--- config.mk ---
export PLATFORM = sky130hd
export DESIGN_NAME = sram_pattern_sequencer
export DESIGN_NICKNAME = d
export VERILOG_FILES = /design/src/rtl/sram_pattern_sequencer.sv
export SDC_FILE = /design/constraint.sdc
export NUM_CORES = 1
export LEC_CHECK = 0
export ABC_AREA = 1
export BUFFER_PORTS_ARGS = -buffer_cell sky130_fd_sc_hd__buf_2
export CORE_UTILIZATION = 56
export CTS_CLUSTER_SIZE = 24
export DETAILED_ROUTE_END_ITERATION = 8
export PLACE_DENSITY = 0.89
export SYNTH_ARGS = -nofsm -noshare
export SYNTH_HDL_FRONTEND = slang
export SYNTH_SLANG_ARGS = --single-unit
--- constraint.sdc ---
create_clock -name clk -period 2.63 [get_ports clk]
set_input_delay 0.1315 -clock clk [delete_from_list [all_inputs] [get_ports clk]]
set_output_delay 0.1315 -clock clk [all_outputs]
set_load 0.02 [all_outputs]
--- src/rtl/sram_pattern_sequencer.sv ---
// SRAM test-pattern source: fixed, walking, address, LFSR and custom words.
// Writer and read-back checker share one sequence per address.
module sram_pattern_sequencer #(
  parameter int unsigned DATA_BITS    = 16,
  parameter int unsigned ADDR_BITS    = 20,
  parameter logic [10:0] PATTERN_MASK = 11'h7FF,
  parameter logic [31:0] LFSR_SEED    = 32'h0000_0001
) (
  input  logic                         clk,
  input  logic                         reset,
  input  logic                         next,
  input  logic                         rewind,
  input  logic                         step,
  input  logic [ADDR_BITS-1:0]         addr,
  input  logic [DATA_BITS-1:0]         custom,
  output logic [DATA_BITS-1:0]         pattern,
  output logic [3:0]                   state,
  output logic [$clog2(DATA_BITS)-1:0] sub_index,
  output logic                         last,
  output logic                         done
);

  localparam int unsigned SW = $clog2(DATA_BITS);
  localparam logic [SW-1:0] SUB_MAX = SW'(DATA_BITS - 1);
  localparam logic [31:0] SEED =
    (LFSR_SEED == 32'h0) ? 32'h1 : LFSR_SEED;

  typedef enum logic [3:0] {
    S_ZEROS, S_ONES, S_ALT10, S_ALT01,
    S_HALF, S_WALK1, S_WALK0, S_ADDR,
    S_ADDRN, S_LFSR, S_CUSTOM, S_DONE
  } state_e;

  function automatic state_e first_en(input logic [10:0] m);
    state_e s;
    s = S_DONE;
    for (int i = 10; i >= 0; i--)
      if (m[i]) s = state_e'(4'(i));
    return s;
  endfunction

  localparam state_e RST_STATE = first_en(PATTERN_MASK);

  state_e          state_q, state_d, nxt_up;
  logic [SW-1:0]   sub_q, sub_d;
  logic [31:0]     lfsr_q, lfsr_d, lfsr_step;
  logic            done_q, done_d;
  logic            walk, at_end;
  logic [DATA_BITS-1:0] addr_w, one_hot;

  // Address word: low DATA_BITS bits of addr, zero-extended when narrower.
  if (ADDR_BITS >= DATA_BITS) begin : g_trunc
    assign addr_w = addr[DATA_BITS-1:0];
    if (ADDR_BITS > DATA_BITS) begin : g_spare
      logic unused_addr_hi;
      assign unused_addr_hi = ^addr[ADDR_BITS-1:DATA_BITS];
    end
  end else begin : g_ext
    assign addr_w = {{(DATA_BITS-ADDR_BITS){1'b0}}, addr};
  end

  // Lowest enabled state above the current one, else DONE.
  always_comb begin
    nxt_up = S_DONE;
    for (int i = 10; i >= 0; i--)
      if (PATTERN_MASK[i] && (4'(i) > state_q))
        nxt_up = state_e'(4'(i));
  end

  assign walk      = (state_q == S_WALK1) || (state_q == S_WALK0);
  assign at_end    = (sub_q == SUB_MAX);
  assign lfsr_step = {1'b0, lfsr_q[31:1]} ^
                     (lfsr_q[0] ? 32'h8020_0003 : 32'h0);
  assign last      = (state_q != S_DONE) && (nxt_up == S_DONE) &&
                     (!walk || at_end);

  // Next state: next > rewind > step; any transition reloads the LFSR.
  always_comb begin
    state_d = state_q;
    sub_d   = sub_q;
    lfsr_d  = lfsr_q;
    done_d  = done_q;
    if (next && state_q != S_DONE) begin
      if (walk && !at_end) begin
        sub_d = sub_q + 1'b1;
      end else begin
        state_d = nxt_up;
        sub_d   = '0;
        lfsr_d  = SEED;
        done_d  = (nxt_up == S_DONE);
      end
    end else if (rewind) begin
      lfsr_d = SEED;
    end else if (step && state_q == S_LFSR) begin
      lfsr_d = lfsr_step;
    end
  end

  // State registers with asynchronous reset.
  always_ff @(posedge clk or posedge reset) begin
    if (reset) begin
      state_q <= RST_STATE;
      sub_q   <= '0;
      lfsr_q  <= SEED;
      done_q  <= (RST_STATE == S_DONE);
    end else begin
      state_q <= state_d;
      sub_q   <= sub_d;
      lfsr_q  <= lfsr_d;
      done_q  <= done_d;
    end
  end

  assign one_hot = {{(DATA_BITS-1){1'b0}}, 1'b1} << sub_q;

  // Pattern word for the current state, index, addr and LFSR.
  always_comb begin
    pattern = '0;
    case (state_q)
      S_ONES:   pattern = '1;
      S_ALT10:  pattern = {(DATA_BITS/2){2'b10}};
      S_ALT01:  pattern = {(DATA_BITS/2){2'b01}};
      S_HALF:   pattern = {{(DATA_BITS/2){1'b0}},
                           {(DATA_BITS/2){1'b1}}};
      S_WALK1:  pattern = one_hot;
      S_WALK0:  pattern = ~one_hot;
      S_ADDR:   pattern = addr_w;
      S_ADDRN:  pattern = ~addr_w;
      S_LFSR:   pattern = lfsr_q[DATA_BITS-1:0];
      S_CUSTOM: pattern = custom;
      default:  pattern = '0;
    endcase
  end

  assign state     = state_q;
  assign sub_index = sub_q;
  assign done      = done_q;

endmodule

# Word level (Yosys, flattened, before mapping)
# Cells that the tools add are included.
# totals
reg_bits	41
out_inout_bits	26
# op_classes
add_sub_neg	1
n_lt_le_gt_ge	11
n_eq_ne	14
n_shift	1
n_mux	18
bitwise	4
reduce_logical	12
# op_table
cell	n
two-way mux 32 bit	5
case mux 16 bit (10 select lines)	1
two-way mux 4 bit	9
inverter 16 bit	2
XOR 31 x 32 -> 32 bit	1
== test 4 bit (second input constant)	5
== test 4 x 3 -> 1 bit (second input constant)	4
> comparator 3 x 4 -> 1 bit (first input constant)	4
<< shifter 1 x 4 -> 16 bit (first input constant)	1
> comparator 4 bit (first input constant)	3
== test 4 x 2 -> 1 bit (second input constant)	2
> comparator 1 x 4 -> 1 bit (first input constant)	2
> comparator 2 x 4 -> 1 bit (first input constant)	2
logical AND 1 bit	5
adder 4 x 1 -> 4 bit (second input constant)	1
== test 4 x 1 -> 1 bit (second input constant)	1
two-way mux 2 bit	2
inequality test 4 bit (second input constant)	1
AND reduction 2 bit	2
nonzero test 3 bit	1
logical NOT 1 bit	2
logical OR 1 bit	2
inequality test 2 bit (second input constant)	1
two-way mux 1 bit	1
inverter 1 bit	1

# Longest topological paths before layout
# logic_depth
depth_word	15
mapped_depth	10
depth_no_buf	9

# Worst setup path before layout
# No wires, ideal clock.
# synth_path
kind	register to output
from	reg state_q[0], in the netlist state[0]
to	out pattern[6]
arrival_ns	1.441
setup_slack_ns	1.058
stages_incl_launch_ff	8
path_buffers	1
path_cell_list	dfrtp_1 inv_1 nand2_1 nor2_1 buf_2 nand2_1 o21ai_0 nand3b_1
# synth_between
elab_chain_cells	2
# synth_rtl
item	line_no	source
start: declaration	44	state_e state_q, state_d, nxt_up;
start signal: assignment	107	state_q <= state_d;
== test 4 bit (tied with other cells)	119	case (state_q)
case mux 16 bit (10 select lines) *	119	
end: declaration	16	output logic [DATA_BITS-1:0] pattern,
# Every way passes the cells marked *; elsewhere a longest branch is shown, timed or not.

# Final worst setup path
# layout_path
from	reg state_q[1], in the netlist state[1]
to	out pattern[8]
# Same word-level chain as after synthesis.

==> results.json <==
{
  "clk_pin_slew_ps": 80,
  "crit_type": "register to primary output",
  "yosysUniqueCellTypes": 29,
  "synth_nets": 490,
  "route.met3.wl_um": 712,
  "rsz0062_at_grt": "no",
  "drc": 0,
  "synth_fa_ha_area_frac": 0.02524,
  "maxSlewHeadroom": 0.6397,
  "synth-seq-area-share": 0.3454,
  "maxCapViolCount": 0,
  "clk_latency_ps": 310,
  "antenna_left": 0,
  "cts_sinks": 41,
  "core.rowCount": 26,
  "p_leak_nw": 1.897,
  "diodes": 0,
  "fillers": 461,
  "start_util": 0.5823,
  "syn_avg_cell_area_um2": 6.714,
  "preCtsSetupSlack_ps": 728.4,
  "cpMostUsedCell": "nand2_1",
  "timing.final.crit_share": 0.8771,
  "worstHoldPathType": "input pin to register",
  "core_area_um2": 5107,
  "die_h_um": 74.88,
  "cts_hold_buf": 1,
  "final_common_cell": "nand2_1",
  "synth_top_cell_by_area": "dfrtp_1",
  "synthSimpleGateAreaFrac": 0.4720,
  "port_buffers": 62,
  "peakVddDrop_mv": 0.5950,
  "cp.required_ps": 2500,
  "synth_top_family_by_area": "simple AND/OR/NAND/NOR gates",
  "yosys-top-cells-area": "dfrtp_1 (34%), nand2_1 (19%), nand3_1 (8.9%)",
  "arrival_ps": 2180,
  "slew_violations": 0,
  "grt_pass1_vias": 2887,
  "p_per_area_nw_per_um2": 753.3,
  "outcome": "completed",
  "critPathLaunchType": "register",
  "crit_buf_inv": 2,
  "areaGrowthSynthToFinish_pct": 13.84,
  "ios": 67,
  "crit_path_top_delay_cell": "dfrtp_1",
  "cts-resized-gates": 0,
  "vias": 3244,
  "grt_antenna_before_repair": 0,
  "setup_tns_ps": 0,
  "synthMuxAreaShare": 0,
  "critical_path_peak_fanout": 13,
  "synth_xor_area_frac": 0.005890,
  "die_x_um": 74.88,
  "ys_ff_latch": 41,
  "setup_violations": 0,
  "yosysWarnings": 0,
  "wl_met1_mm": 3.324,
  "multi_input_area_um2": 1684,
  "cp_top_family": "simple AND/OR/NAND/NOR gates",
  "path_cells": "nor2_1 -> nand2_1 -> inv_1 -> nand2_1 -> o21ai_0 -> nor2_1 -> nand2_1 -> buf_2",
  "fin_skew_ps": 10.73,
  "grt_pass1_wl_mm": 12.74,
  "htreeDepth": 2,
  "fin_crit_ps": 2307,
  "wl_per_cell_um": 14.14,
  "grt_usage": 0.3002,
  "synth-compound-area-share": 0.06310,
  "hold_violations": 0,
  "via_per_inst": 5.731,
  "syn_inst": 443,
  "met2_length_mm": 3.755,
  "cp-end-kind": "primary output",
  "highest_layer": "met4",
  "drtPass1Iterations": 8,
  "drt_iter0_markers": 269,
  "ff_latch_area_um2": 1027,
  "post-cts-setup-buffers": 0,
  "worst_pin_slew_ps": 539.1,
  "grt_start_max_net_pins": 42,
  "gp_congestion": 0.9512,
  "drive_gt1_frac": 0.1915,
  "cts_inserted_buffers": 5,
  "clockBufferDepth": 2,
  "yosysTopAreaCellShare": 0.3366,
  "fin_nets": 542,
  "final_cell_mix": "nand2_1 (151), buf_2 (62), nor2_1 (55)",
  "overflow": 0,
  "fmax_ghz": 0.4335,
  "drt-total-wl_mm": 8.002,
  "dieArea_um2": 5606,
  "dp_hpwl_mm": 5.563,
  "max_stage_delay_ps": 490,
  "postLayoutSetupSlackWorst_ps": 323.3,
  "cts_tree": "built",
  "cts_root_buffer": "clkbuf_8",
  "syn_area_um2": 2974
}
[worst paths after layout]
| path | startpoint | end | slack [ps] | cells after the start |
|---|---|---|---|---|
| setup / recovery | state[1] | pattern[8] | 320 | 8 |
| hold / removal | rewind | lfsr_q[21] | 160 | 4 |
| setup reg to reg | state[1] | lfsr_q[17] | 1010 | 6 |
| hold reg to reg | done | done | 480 | 2 |
| max in group asynchronous | reset | lfsr_q[0] | 1760 | 4 |
| min in group asynchronous | reset | lfsr_q[26] | 490 | 4 |
[sequential cells by signal, summed over array words and instances (netlist names)]
name,cells
lfsr_q,32
state,4
sub_index,4
done,1
[worst reg2reg max path, cell delays in order, from the launching register on]
cell and delay [ps]:
dfrtp_1 490, nor2_1 290, nand3_1 140, nand2_1 120, nand2_4 230, nand3_1 180, nand2_1 70
[routing by layer]
layer | track usage | vias up
met1 | 0.3983 | 1488
met5 | 0 | -
met2 | 0.4825 | 183
met4 | 0.1342 | 0
met3 | 0.05221 | 25
li1 | - | 1548
[Yosys cell counts]
library cell and instances:
nand2_1 151, nor2_1 55, nand3_1 53, dfrtp_1 40, inv_1 26, nand4_1 24
o21ai_0 24, buf_2 12, nor3_1 7, ha_1 6, a21oi_1 4, buf_6 4
nand2_4 4, nand3_2 4, buf_4 3, clkbuf_1 3, inv_2 3, nor2_2 3
nor2_4 3, o22ai_1 3, nand3b_1 2, xor2_1 2, buf_8 1, dfstp_2 1
nor2_8 1, nor3b_1 1, o21a_1 1, o21ai_1 1, o21ai_4 1
[final cells by class]
cell class | count | share of cell area
Clock buffer | 6 | 0.02439
Multi-Input combinational cell | 350 | 0.4974
Tap cell | 70 | 0.02587
Sequential cell | 41 | 0.3034
Timing Repair Buffer | 68 | 0.1057
Clock inverter | 2 | 0.01109
Inverter | 29 | 0.03215
[through the flow]
step / util / power [mW] / instances / instance area (µm²) / hold slack [ps]
after CTS: 0.6629 / 2.538 / 566 / 3386 / 153.9
final: 0.6629 / 2.550 / 566 / 3386 / 155.6
after global placement: 0.6374 / 1.982 / 557 / 3256 / 281.4
after detailed placement: 0.6374 / 2.001 / 557 / 3256 / 287.0
after global routing: 0.6629 / 2.702 / 566 / 3386 / 181.7
after floorplan: - / 1.721 / 443 / 2974 / 329.2
[where the power goes]
part	leakage, nW	switching [mW]	internal (mW)
clock	0.0574	0.230	0.309
combinational	1.28	0.907	0.360
sequential	0.556	0.0666	0.678
total	1.90	1.20	1.35
[logic make-up (layout without fill, tap and decap cells)]
family,Yosys count,count (layout)
and+or+nand+nor,308,308
buffers and inverters,52,105
DFF,41,41
AOI/OAI and AO/OA,34,34
adders and majority gates,6,6
xor gates and xnor gates,2,2
No activity file was read; power rests on OpenSTA's default activity.
